### src/rtl/rrv64_core_vec_param_pkg.sv
// Vector-core parameters shared by the register-file write-back path.
package rrv64_core_vec_param_pkg;

  localparam int ISA_VREG_WIDTH = 5;
  localparam int BANK_X_WIDTH   = 2;
  localparam int BANK_ROW_SIZE  = 64;

  // Row address is {vreg, bank}; the bank id sits in the low bits.
  localparam int VRF_ADDR_W     = ISA_VREG_WIDTH + BANK_X_WIDTH;
  localparam int VRF_DATA_W     = BANK_ROW_SIZE;
  localparam int VRF_BANK_SEL_W = BANK_X_WIDTH;

  typedef struct packed {
    logic [VRF_ADDR_W-1:0] addr;
    logic [VRF_DATA_W-1:0] data;
  } vrf_wb_entry_t;

endpackage

### src/rtl/vrf_wb_pair_sel.sv
// Decides whether the second-oldest queued result may retire alongside the
// oldest one on regfile write port 2.
module vrf_wb_pair_sel
  import rrv64_core_vec_param_pkg::*;
#(
  parameter int ADDR_W     = VRF_ADDR_W,
  parameter int BANK_SEL_W = VRF_BANK_SEL_W,
  parameter int CNT_W      = 4
) (
  input  logic [ADDR_W-1:0] i_head_addr,
  input  logic [ADDR_W-1:0] i_next_addr,
  input  logic [CNT_W-1:0]  i_count,
  input  logic              i_wr1_ready,
  output logic              o_wr2_vld,
  output logic              o_bank_conflict
);

  logic w_same_row;
  logic w_two_queued;

  // Pair is issuable only when two entries exist, port 1 is moving, and the
  // entries hit different banks and different rows.
  always_comb begin
    o_bank_conflict = (i_head_addr[BANK_SEL_W-1:0] == i_next_addr[BANK_SEL_W-1:0]);
    w_same_row      = (i_head_addr == i_next_addr);
    w_two_queued    = (i_count >= CNT_W'(2));
    o_wr2_vld       = w_two_queued & i_wr1_ready & ~o_bank_conflict & ~w_same_row;
  end

endmodule

### src/rtl/vrf_wb_queue.sv
// Write-back queue: takes up to two FU results per cycle into a circular
// FIFO and drains them in order onto the two regfile write ports.
module vrf_wb_queue
  import rrv64_core_vec_param_pkg::*;
#(
  parameter int DEPTH      = 8,
  parameter int ADDR_W     = VRF_ADDR_W,
  parameter int DATA_W     = VRF_DATA_W,
  parameter int BANK_SEL_W = VRF_BANK_SEL_W
) (
  input  logic                       clk,
  input  logic                       rst,
  input  logic                       in0_vld,
  output logic                       in0_ready,
  input  logic [ADDR_W-1:0]          in0_addr,
  input  logic [DATA_W-1:0]          in0_data,
  input  logic                       in1_vld,
  output logic                       in1_ready,
  input  logic [ADDR_W-1:0]          in1_addr,
  input  logic [DATA_W-1:0]          in1_data,
  output logic                       wr1_vld,
  input  logic                       wr1_ready,
  output logic [ADDR_W-1:0]          waddr1,
  output logic [DATA_W-1:0]          wdata1,
  output logic                       wr2_vld,
  input  logic                       wr2_ready,
  output logic [ADDR_W-1:0]          waddr2,
  output logic [DATA_W-1:0]          wdata2,
  output logic [$clog2(DEPTH):0]     count,
  output logic                       empty
);

  localparam int PTR_W = $clog2(DEPTH);
  localparam int CNT_W = PTR_W + 1;

  // Storage is deliberately not reset; occupancy is tracked by pointers/count.
  logic [ADDR_W-1:0] r_mem_addr [DEPTH];
  logic [DATA_W-1:0] r_mem_data [DEPTH];

  logic [PTR_W-1:0]  r_head;
  logic [PTR_W-1:0]  r_tail;
  logic [CNT_W-1:0]  r_count;

  logic [PTR_W-1:0]  w_head_nxt;
  logic [PTR_W-1:0]  w_in1_slot;
  logic              w_in0_fire;
  logic              w_in1_fire;
  logic              w_wr1_fire;
  logic              w_wr2_fire;
  logic              w_wr2_vld;
  logic              w_bank_conflict;
  logic [1:0]        w_enq_num;
  logic [1:0]        w_deq_num;

  assign w_head_nxt = r_head + PTR_W'(1);

  // Readiness looks only at occupancy so it never depends on this cycle's
  // valids or dequeues.
  assign in0_ready = (r_count < CNT_W'(DEPTH));
  assign in1_ready = (r_count < CNT_W'(DEPTH - 1));

  assign w_in0_fire = in0_vld & in0_ready;
  assign w_in1_fire = in1_vld & in1_ready;
  assign w_in1_slot = w_in0_fire ? (r_tail + PTR_W'(1)) : r_tail;
  assign w_enq_num  = {1'b0, w_in0_fire} + {1'b0, w_in1_fire};

  vrf_wb_pair_sel #(
    .ADDR_W     (ADDR_W),
    .BANK_SEL_W (BANK_SEL_W),
    .CNT_W      (CNT_W)
  ) u_pair_sel (
    .i_head_addr     (r_mem_addr[r_head]),
    .i_next_addr     (r_mem_addr[w_head_nxt]),
    .i_count         (r_count),
    .i_wr1_ready     (wr1_ready),
    .o_wr2_vld       (w_wr2_vld),
    .o_bank_conflict (w_bank_conflict)
  );

  assign wr1_vld = (r_count != '0);
  assign waddr1  = r_mem_addr[r_head];
  assign wdata1  = r_mem_data[r_head];
  assign wr2_vld = w_wr2_vld;
  assign waddr2  = r_mem_addr[w_head_nxt];
  assign wdata2  = r_mem_data[w_head_nxt];

  // Port 2 can only retire together with port 1; a same-bank pair is never
  // allowed to retire in one cycle.
  assign w_wr1_fire = wr1_vld & wr1_ready;
  assign w_wr2_fire = w_wr2_vld & wr2_ready & w_wr1_fire & ~w_bank_conflict;
  assign w_deq_num  = {1'b0, w_wr1_fire} + {1'b0, w_wr2_fire};

  assign count = r_count;
  assign empty = (r_count == '0);

  // Write accepted results into their slots; in0 always lands first.
  always_ff @(posedge clk) begin
    if (w_in0_fire) begin
      r_mem_addr[r_tail] <= in0_addr;
      r_mem_data[r_tail] <= in0_data;
    end
    if (w_in1_fire) begin
      r_mem_addr[w_in1_slot] <= in1_addr;
      r_mem_data[w_in1_slot] <= in1_data;
    end
  end

  // Advance pointers and occupancy; reset drops every queued entry at once.
  always_ff @(posedge clk or posedge rst) begin
    if (rst) begin
      r_head  <= '0;
      r_tail  <= '0;
      r_count <= '0;
    end else begin
      r_head  <= r_head + PTR_W'(w_deq_num);
      r_tail  <= r_tail + PTR_W'(w_enq_num);
      r_count <= r_count + CNT_W'(w_enq_num) - CNT_W'(w_deq_num);
    end
  end

endmodule

### config.mk
export PLATFORM = sky130hd
export DESIGN_NAME = vrf_wb_queue
export DESIGN_NICKNAME = d
export VERILOG_FILES = /design/src/rtl/rrv64_core_vec_param_pkg.sv /design/src/rtl/vrf_wb_pair_sel.sv /design/src/rtl/vrf_wb_queue.sv
export SDC_FILE = /design/constraint.sdc
export NUM_CORES = 1
export LEC_CHECK = 0
export CAP_MARGIN = 15
export CORE_MARGIN = 10
export CORE_UTILIZATION = 30
export DETAILED_ROUTE_END_ITERATION = 10
export DONT_BUFFER_PORTS = 1
export PLACE_DENSITY_LB_ADDON = 0.12
export SYNTH_ARGS = -nofsm -noshare
export SYNTH_HDL_FRONTEND = slang
export SYNTH_SLANG_ARGS = --single-unit
### constraint.sdc
create_clock -name clk -period 6.45 [get_ports clk]
set_input_delay 1.29 -clock clk [delete_from_list [all_inputs] [get_ports clk]]
set_output_delay 1.29 -clock clk [all_outputs]
set_load 0.01 [all_outputs]
==> flow_metrics.py, run 1 <==
metrics = {
    "global_route": {
        "antenna_found_initial": 3,
        "grt_overflow_total": 0,
        "grt_pass1_wl_um": 155900,
        "grt.total_usage": 0.1736,
        "grt_pass1_vias": 19905,
        "grt_max_degree": 80,
    },
    "clocking": {
        "cts_hold_buffers": 0,
        "root_buffer": "clkbuf_16",
        "numCtsBuffers": 76,
        "cts_tree": "yes",
        "cts_buffer_depth": 3,
        "path_clk_slew_ps": 50,
        "clock-sinks": 578,
        "htree_levels": 3,
        "ctsResizeCount": 0,
        "clk_latency_ps": 650,
        "cts_setup_buffers": 0,
    },
    "placement": {
        "port_buffers": 0,
        "dp_cells": 3197,
        "pre_cts_ws_ps": 1347,
        "hpwl_um": 63380,
        "place_area_um2": 34910,
        "globalplace.congestion": 0.7289,
    },
    "floorplan": {
        "core_um2": 109300,
        "ios": 299,
        "die_y_um": 352.4,
        "die_w_um": 352.4,
        "dieArea_um2": 124200,
        "row_count": 121,
        "initial_core_util": 0.3033,
    },
    "yosys": {
        "synthFlopType": "edfxtp_1",
        "yosysSeqAreaShare": 0.5221,
        "netlist.area_leader.share": 0.5145,
        "syn_area_um2": 33150,
        "synth.distinct_cells": 41,
        "postSynthCellCount": 1805,
        "ys_seq_elements": 578,
        "async_flop_share": 0.01730,
        "avgSynthCellArea_um2": 18.37,
        "synth_fp_nets": 1969,
        "yosys_warnings": 0,
        "synth_area_leader_cell": "edfxtp_1",
        "netlist_top_cells_area": "edfxtp_1 (51%), mux2_2 (23%), mux4_2 (19%), buf_2 (1.1%), mux2_1 (0.95%)",
        "synth_edf_count": 568,
    },
    "timing": {
        "maxSlewHeadroom": 0.2890,
        "rsz0062_at_grt": "false",
        "finalHoldViolations": 0,
        "worst_pin_slew_ps": 1064,
        "setup_violations": 0,
        "fin_ws_ps": 1030,
        "fin_setup_tns_ps": 0,
        "clock_skew_ps": 15.55,
        "fin_crit_sh": 0.8404,
        "drv_slew": 0,
        "max_freq_mhz": 184.5,
        "post-route-min-period_ps": 5420,
        "fin_hold_ws_ps": 550.8,
    },
    "finish": {
        "areaGrowthSynthToFinish_pct": 12.23,
        "utilization": 0.3403,
        "final_cell_area_um2": 37200,
        "instances_no_fill": 3329,
        "antenna_cells": 0,
        "layout-drive-gt1-share": 0.6136,
        "fin_nets": 1963,
    },
    "drt": {
        "num_vias": 18081,
        "viasPerCell": 5.431,
        "route.detailed.drc": 0,
        "drtIter0Drc": 1254,
        "wl_per_cell_um": 33.02,
        "wl_um": 109900,
        "ant_nets": 0,
        "dr.pass1.iters": 5,
    },
    "critical_path": {
        "crit_family": "multiplexers",
        "r2r-end": "count[3]",
        "startpoint": "r_head[1]",
        "path_class": "reg -> out",
        "reg2regPathDepth": 13,
        "arrival_ps": 4130,
        "cp-end-kind": "primary output",
        "required_ps": 5160,
        "critPathMaxFanout": 47,
        "regToRegSetupSlack_ps": 1400,
        "rr_startpoint": "r_head[0]",
        "cp_slowest_cell": "ha_4",
        "crit_chain": "ha_4 > buf_4 > mux4_2 > mux2_2",
        "max_stage_delay_ps": 860,
        "start_kind": "flop",
        "cp_num_buf_inv": 1,
    },
    "worst_hold_path": {
        "min_path_type": "in -> async",
    },
    "power": {
        "finalPower_mw": 18.80,
        "p_leak_nw": 11.71,
        "pwr_density_cell_nw_per_um2": 505.4,
        "peakVddDrop_v": 0.0004331,
    },
    "run_status": {
        "status": "finished clean",
    },
    "flow_run": {
        "drv_cap": 0,
    },
}
==> logic make-up after synthesis <==
kind of cell	after synthesis	share of synthesized area
XOR/XNOR	6	0.002152
buffers and inverters	157	0.02465
AND/OR/NAND/NOR	33	0.005662
multiplexers	998	0.4345
adder cells (fa/ha/maj)	16	0.006945
flip-flops	578	0.5221
AO/OA/AOI/OAI	17	0.004001
==> report_power, final <==
part | switching [mW] | leakage (nW) | internal [mW]
clock network | 1.68 | 1.11 | 2.34
registers | 0.507 | 5.27 | 5.08
logic | 5.15 | 5.33 | 4.05
==> state kept, by name (all words and copies together), names as in the netlist <==
register and cells:
r_mem_data 512, r_head 3, r_mem_addr 56, count 4
r_tail 3
==> synth_stat cells, types with 2 or more instances <==
library cell	count
and2_1	2
buf_1	9
buf_2	74
buf_4	22
buf_6	7
clkbuf_1	23
dfrtp_1	10
edfxtp_1	568
fa_1	4
ha_1	12
inv_1	22
mux2_1	28
mux2_2	680
mux2i_1	8
mux4_2	282
nand2_1	12
nor2_1	5
nor2_2	2
nor2b_1	4
nor3_4	2
o21ai_0	3
o21bai_1	2
o22ai_1	2
o2bb2ai_1	2
xnor2_1	2
xor2_1	3
==> area by class of cell <==
cell class,instances,area [µm²]
Fill cell,10388,72110
Clock inverter,39,304.0
Timing Repair Buffer,51,457.9
Sequential cell,578,17320
Inverter,22,82.58
Clock buffer,93,1987
Tap cell,1476,1847
Multi-Input combinational cell,1070,15210
==> cells in the final DEF, fill, tap and decap left out, drive strengths merged, types with 3 or more instances in the layout <==
cell and count:
nand2 12, nor2 7, o21ai 3, bufinv 4
ha 12, mux4 282, clkinvlp 3, nor2b 4
clkinv 26, o22ai 3, fa 4, xnor2 3
dfrtp 10, mux2 708, inv 28, buf 51
mux2i 8, edfxtp 568, clkbuf 93, xor2 3
==> worst max-delay path by stage <==
stage | end | cells after the start
finish | waddr2[5] | 4
global route | wr2_vld | 6
CTS | wr2_vld | 6
detailed placement | count[3] | 13
global placement | count[3] | 13
floorplan | r_mem_addr[1][0] | 4
==> metal layers <==
| layer | track usage | vias up | routed length [µm] |
|---|---|---|---|
| met3 | 0.06061 | 138 | 8690 |
| met1 | 0.2168 | 9772 | 45600 |
| met5 | 0 | - | 31 |
| met4 | 0.04221 | 4 | 2416 |
| li1 | - | 7584 | - |
| met2 | 0.2856 | 583 | 53180 |
Power figures use the tool's default switching activity.
==> run 2, diff against run 1 <==
--- a/config.mk
+++ b/config.mk
@@ -5,6 +5,7 @@
 export SDC_FILE = /design/constraint.sdc
 export NUM_CORES = 1
 export LEC_CHECK = 0
+export ABC_AREA = 1
 export CAP_MARGIN = 15
 export CORE_MARGIN = 10
 export CORE_UTILIZATION = 30
==> constraint.sdc (replaced) <==
create_clock -name clk -period 5.63 [get_ports clk]
set_input_delay 1.126 -clock clk [delete_from_list [all_inputs] [get_ports clk]]
set_output_delay 1.126 -clock clk [all_outputs]
set_load 0.01 [all_outputs]
==> run 2 against run 1 <==
Effect of this change: highest routed layer unchanged; setup slack worse by 430 ps; core utilization down 1.1 points; largest power group unchanged; design area about the same; non-clock buffer count up 1; die area up 2.9%; cell count up 64%; synthesized area up 3.1%; sequential power up 12%; critical path type unchanged.
==> flow_metrics.py, run 2 <==
metrics = {
    "global_route": {
        "grt_pass1_wl_um": 187100,
        "antenna_found_initial": 4,
        "met3_usage": 0.04247,
        "top_usage_layer": "met2",
        "grt_overflow_total": 0,
        "met1_usage": 0.2615,
        "grt.total_usage": 0.1965,
        "grt_pass1_vias": 27243,
        "grt_max_degree": 234,
        "met2_usage": 0.3170,
    },
    "placement": {
        "hpwl_um": 72480,
        "port_buffers": 0,
        "place_area_um2": 34810,
        "globalplace.congestion": 0.7614,
        "pre_cts_ws_ps": 1317,
    },
    "drt": {
        "wl_per_cell_um": 23.73,
        "dr.pass1.iters": 6,
        "wl_um": 129800,
        "route.detailed.drc": 0,
        "num_vias": 28736,
        "ant_nets": 0,
        "viasPerCell": 5.252,
        "drtIter0Drc": 2432,
    },
    "finish": {
        "utilization": 0.3297,
        "multi_input_area_um2": 13790,
        "top_register": "r_mem_data",
        "fin_nets": 4076,
        "areaGrowthSynthToFinish_pct": 8.843,
        "ff_latch_area_um2": 17320,
        "layout-drive-gt1-share": 0.04811,
        "final_common_cell": "nand2_1",
        "largest_register_ffs": 512,
        "final_cell_area_um2": 37190,
        "fillers": 11660,
        "most-common-layout-cells": "nand2_1 (850), o21ai_0 (663), edfxtp_1 (568)",
    },
    "clocking": {
        "htree_levels": 3,
        "cts_buffer_depth": 3,
        "cts_tree": "yes",
        "numCtsBuffers": 76,
        "path_clk_slew_ps": 60,
        "cts_setup_buffers": 0,
        "clk_latency_ps": 650,
        "root_buffer": "clkbuf_16",
        "clock-sinks": 578,
        "ctsResizeCount": 0,
        "cts_hold_buffers": 0,
    },
    "critical_path": {
        "reg2regPathDepth": 15,
        "cp-end-kind": "primary output",
        "cp_slowest_cell": "buf_4",
        "rr_startpoint": "r_head[2]",
        "arrival_ps": 3910,
        "r2r-end": "count[2]",
        "crit_family": "buffers and inverters",
        "crit_chain": "buf_12 > buf_4 > o21ai_0 > o21ai_0 > a21oi_1 > a31oi_1",
        "endpoint": "wdata1[41]",
        "startpoint": "r_head[0]",
        "max_stage_delay_ps": 690,
        "cp_num_buf_inv": 2,
        "worst-path-stages": 6,
        "required_ps": 4500,
        "critPathMaxFanout": 233,
        "start_kind": "flop",
        "path_class": "reg -> out",
        "crit_path_frequent_cell": "o21ai_0",
        "regToRegSetupSlack_ps": 1370,
    },
    "timing": {
        "fin_crit_sh": 0.8938,
        "maxSlewHeadroom": 0.1825,
        "rsz0062_at_grt": "false",
        "worst_pin_slew_ps": 1222,
        "finalHoldViolations": 0,
        "post-route-min-period_ps": 5032,
        "fin_hold_ws_ps": 410.3,
        "setup_violations": 0,
        "max_freq_mhz": 198.7,
        "clock_skew_ps": 20.06,
        "fin_ws_ps": 598.0,
        "drv_slew": 0,
    },
    "yosys": {
        "postSynthCellCount": 4191,
        "yosys_warnings": 0,
        "synthFlopType": "edfxtp_1",
        "yosysSeqAreaShare": 0.5065,
        "netlist_top_cells_area": "edfxtp_1 (50%), o21ai_0 (9.8%), nand2_1 (9.3%), o21ai_1 (6.7%), a21oi_1 (5.1%)",
        "synthTopCellsByCount": "nand2_1 (850), o21ai_0 (671), edfxtp_1 (568)",
        "netlist.area_leader.share": 0.4992,
        "synth_area_leader_cell": "edfxtp_1",
        "synth.distinct_cells": 29,
        "synth.most_common_cell": "nand2_1",
        "syn_area_um2": 34170,
        "avgSynthCellArea_um2": 8.153,
        "synth_fp_nets": 4355,
        "synth_edf_count": 568,
        "async_flop_share": 0.01730,
        "ys_seq_elements": 578,
    },
    "flow_run": {
        "drv_cap": 0,
    },
    "floorplan": {
        "ios": 299,
        "die_w_um": 357.5,
        "initial_core_util": 0.3029,
        "row_count": 123,
        "core_um2": 112800,
        "dieArea_um2": 127800,
        "die_y_um": 357.5,
    },
    "power": {
        "pwr_density_cell_nw_per_um2": 642.6,
        "switching_share": 0.5040,
        "p_leak_nw": 14.36,
        "pwr-share-clk": 0.200,
        "p_comb_frac": 0.538,
        "p_int_mw": 11.85,
        "peakVddDrop_v": 0.0005793,
        "p_seq_frac": 0.263,
        "p_switching_mw": 12.05,
    },
    "worst_hold_path": {
        "min_path_type": "in -> async",
    },
    "run_status": {
        "status": "finished clean",
    },
}
## run 2: cell count changes after synthesis, sizes merged, moves of 69 or more
cell | before | now
mux4 | 282 | 0
a31oi | 1 | 138
mux2 | 708 | 0
a21oi | 1 | 348
buf | 112 | 225
o211ai | 0 | 69
clkbuf | 23 | 184
nand2 | 12 | 861
nor2 | 7 | 283
inv | 22 | 326
o21ai | 3 | 1129
## run 2: power groups by stage
stage / Combinational (mW) / Clock [mW] / Sequential, mW
after floorplan: 8.51 / 0 / 6.38
after global placement: 13.0 / 0 / 6.35
after detailed placement: 13.0 / 0 / 6.36
after CTS: 13.0 / 4.90 / 6.28
after global routing: 14.2 / 5.05 / 6.36
final: 12.8 / 4.77 / 6.28
## run 2: cells by family after synthesis
group,after synthesis,synth area share
AO/OA/AOI/OAI,1684,0.2570
XOR/XNOR,7,0.002014
adder cells (fa/ha/maj),16,0.006737
buffers and inverters,735,0.09663
flip-flops,578,0.5065
AND/OR/NAND/NOR,1171,0.1312
## run 2: worst min-delay path by stage
stage | depth (start not counted) | slack (ps) | to | start
after floorplan | 1 | 550 | r_tail[0] | r_tail[0]
after global placement | 1 | 580 | r_tail[0] | r_tail[0]
after detailed placement | 1 | 590 | r_tail[0] | r_tail[0]
after CTS | 1 | 390 | count[3] | rst
after global routing | 1 | 430 | r_tail[0] | rst
final | 1 | 410 | count[2] | rst
## run 2: per-layer routing
metal  vias up  part of all wire
li1      13943                 -
met1     13731              0.45
met2       883              0.45
met3       175             0.069
met4         4             0.031
met5         -           0.00023
## run 2: metrics by stage
step / power [mW] / setup TNS (ps) / std cells
after global routing: 25.61 / 0 / 5471
after detailed placement: 19.38 / 0 / 5334
final: 23.90 / 0 / 5471
after global placement: 19.34 / 0 / 5334
after floorplan: 14.88 / -656200 / 4191
after CTS: 24.21 / 0 / 5470
## run 2: area by class of cell
class / count / area share
Sequential cell: 578 / 0.4656
Multi-Input combinational cell: 2878 / 0.3708
Clock buffer: 103 / 0.05807
Tap cell: 1500 / 0.05046
Inverter: 326 / 0.03334
Timing Repair Buffer: 52 / 0.01588
Clock inverter: 33 / 0.005786
Antenna cell: 1 / 0.00006728
==> run 3, diff against run 2 <==
--- a/config.mk
+++ b/config.mk
@@ -14,4 +14,5 @@
 export PLACE_DENSITY_LB_ADDON = 0.12
 export SYNTH_ARGS = -nofsm -noshare
 export SYNTH_HDL_FRONTEND = slang
+export SYNTH_HIERARCHICAL = 1
 export SYNTH_SLANG_ARGS = --single-unit
==> run 3 against run 2 <==
Effect of this change: wire length rose by 16%; non-clock buffer count rose by 14; flip-flop and latch count did not move; worst hold slack got worse by 40 ps; core utilization barely moved; setup slack got worse by 91 ps; first-iteration DRC count rose by 14%; clock skew rose by 8.2 ps; largest cell class unchanged; largest power group unchanged.
==> flow_metrics.py, run 3 <==
metrics = {
    "finish": {
        "top_register": "r_mem_data",
        "fin_nets": 4695,
        "final_common_cell": "nand2_1",
        "antenna_cells": 0,
        "layout-drive-gt1-share": 0.04402,
        "multi_input_area_um2": 16010,
        "most-common-layout-cells": "nand2_1 (1660), o21ai_0 (745), edfxtp_1 (568)",
        "fillers": 12544,
        "ff_latch_area_um2": 17320,
        "final_cell_area_um2": 39560,
        "areaGrowthSynthToFinish_pct": 9.254,
        "largest_register_ffs": 512,
    },
    "critical_path": {
        "path_class": "reg -> out",
        "reg2regPathDepth": 20,
        "cp-end-kind": "primary output",
        "crit_chain": "ha_4 > buf_12 > buf_4 > a21oi_1 > o21ai_0 > nand2_1 > o21a_1",
        "start_kind": "flop",
        "max_stage_delay_ps": 810,
        "required_ps": 4500,
        "critPathMaxFanout": 147,
        "regToRegSetupSlack_ps": 1320,
        "arrival_ps": 4000,
        "cp_slowest_cell": "buf_4",
        "rr_startpoint": "r_head[1]",
        "r2r-end": "count[2]",
    },
    "drt": {
        "num_vias": 32681,
        "ant_nets": 0,
        "drtIter0Drc": 2778,
        "viasPerCell": 5.270,
        "dr.pass1.iters": 8,
        "route.detailed.drc": 0,
        "wl_um": 150100,
        "wl_per_cell_um": 24.20,
    },
    "flow_run": {
        "drv_cap": 0,
    },
    "global_route": {
        "met1_usage": 0.2750,
        "antenna_found_initial": 3,
        "met3_usage": 0.04219,
        "grt_overflow_total": 0,
        "grt_max_degree": 226,
        "met2_usage": 0.3625,
        "top_usage_layer": "met2",
        "grt.total_usage": 0.2137,
        "grt_pass1_vias": 30920,
        "grt_pass1_wl_um": 219100,
    },
    "timing": {
        "worst_pin_slew_ps": 1198,
        "setup_violations": 0,
        "drv_slew": 0,
        "clock_skew_ps": 28.30,
        "max_freq_mhz": 195.2,
        "rsz0062_at_grt": "false",
        "maxSlewHeadroom": 0.2011,
        "finalHoldViolations": 0,
        "post-route-min-period_ps": 5123,
        "fin_crit_sh": 0.9100,
    },
    "floorplan": {
        "core_um2": 119800,
        "initial_core_util": 0.3022,
        "row_count": 127,
        "die_w_um": 367.4,
        "die_y_um": 367.4,
        "ios": 299,
        "dieArea_um2": 135000,
    },
    "run_status": {
        "status": "finished clean",
    },
    "clocking": {
        "cts_hold_buffers": 0,
        "cts_tree": "yes",
        "clk_latency_ps": 650,
        "numCtsBuffers": 77,
        "ctsResizeCount": 0,
        "htree_levels": 3,
        "clock-sinks": 578,
        "root_buffer": "clkbuf_16",
        "cts_setup_buffers": 0,
        "path_clk_slew_ps": 60,
        "cts_buffer_depth": 3,
    },
    "yosys": {
        "synthTopCellsByCount": "nand2_1 (1667), o21ai_0 (751), edfxtp_1 (568)",
        "synthFlopType": "edfxtp_1",
        "ys_seq_elements": 578,
        "netlist_top_cells_area": "edfxtp_1 (47%), nand2_1 (17%), o21ai_0 (10%), nand3_1 (5.0%), a21oi_1 (4.9%)",
        "postSynthCellCount": 4838,
        "synth_edf_count": 568,
        "synth_fp_nets": 5002,
        "netlist.area_leader.share": 0.4710,
        "syn_area_um2": 36210,
        "yosys_warnings": 6,
        "synth.distinct_cells": 25,
        "synth.most_common_cell": "nand2_1",
        "yosysSeqAreaShare": 0.4780,
        "async_flop_share": 0.01730,
        "avgSynthCellArea_um2": 7.484,
        "synth_area_leader_cell": "edfxtp_1",
    },
    "power": {
        "peakVddDrop_v": 0.001218,
        "p_comb_frac": 0.559,
        "p_int_mw": 12.16,
        "switching_share": 0.5203,
        "pwr_density_cell_nw_per_um2": 640.6,
        "finalPower_mw": 25.34,
        "p_seq_frac": 0.251,
        "pwr-share-clk": 0.190,
        "p_switching_mw": 13.19,
        "p_leak_nw": 16.07,
    },
    "placement": {
        "hpwl_um": 83450,
        "port_buffers": 0,
        "place_area_um2": 37190,
        "globalplace.congestion": 0.7671,
    },
    "worst_hold_path": {
        "min_path_type": "in -> async",
    },
}
## run 3: changes by cell type in the layout (fill, tap and decap cells not counted), sizes merged, moves of 8 or more
cell / change
nor2: -128
nand3: +337
nand2: +806
buf: +14
a31oi: -138
a21oi: +8
o21a: +71
o21ai: -341
inv: -9
## run 3: worst max-delay path by stage
| stage | from | to | slack [ps] |
|---|---|---|---|
| 2_1_floorplan | in0_vld | r_mem_addr[1][0] | -1250 |
| 6_report | r_head[1] | wdata2[14] | 510 |
| 5_1_grt | r_head[1] | wdata2[0] | 340 |
| 3_5_place_dp | r_head[1] | wdata2[14] | 1220 |
| 4_1_cts | r_head[1] | wdata2[14] | 480 |
| 3_3_place_gp | r_head[1] | wdata2[14] | 1260 |
## run 3: layer usage
layer | vias up | part of all wire
met4 | 0 | 0.022
met3 | 168 | 0.071
met1 | 15794 | 0.43
met2 | 1135 | 0.48
li1 | 15584 | -
met5 | - | 0
## run 3: final cells by class
cell class,count,area share
clock buffers,101,0.05260
clock inverters,36,0.007338
inverters,312,0.02992
multi-input cells,3496,0.4048
flip-flops and latches,578,0.4378
well taps,1612,0.05098
repair buffers,66,0.01664
## run 3: cell families after synthesis
kind of cell | share of synthesized area
and+or+nand+nor | 0.2405
xor gates and xnor gates | 0.001210
adders and majority gates | 0.006358
buffers and inverters | 0.08607
AOI/OAI and AO/OA | 0.1879
DFF | 0.4780
## run 3: power groups by stage
| stage | sequential [mW] | clock (mW) | combinational [mW] |
|---|---|---|---|
| after CTS | 6.35 | 4.93 | 14.4 |
| after global placement | 6.43 | 0 | 14.3 |
| after floorplan | 6.35 | 0 | 9.37 |
| after detailed placement | 6.43 | 0 | 14.3 |
| final | 6.35 | 4.82 | 14.2 |
| after global routing | 6.43 | 5.11 | 15.6 |
## run 3: per-stage QoR
stage / utilization / setup TNS (ps) / hold slack (ps) / std cells / setup slack, ps
2_1_floorplan: - / -370110 / 501.1 / 4838 / -1247
3_3_place_gp: 0.3104 / 0 / 550.0 / 6064 / 1259
3_5_place_dp: 0.3104 / 0 / 562.2 / 6064 / 1220
4_1_cts: 0.3302 / 0 / 330.1 / 6201 / 477.1
5_1_grt: 0.3302 / 0 / 359.0 / 6201 / 340.9
6_report: 0.3302 / 0 / 370.8 / 6201 / 506.9
## run 3: worst max-delay path: cells and delay by family (launching register included)
| kind | cells | cell delay [ps] |
|---|---|---|
| AO/OA/AOI/OAI | 3 | 430 |
| adder cells (fa/ha/maj) | 1 | 390 |
| buffers and inverters | 2 | 1400 |
| flip-flops | 1 | 680 |
| AND/OR/NAND/NOR | 1 | 160 |
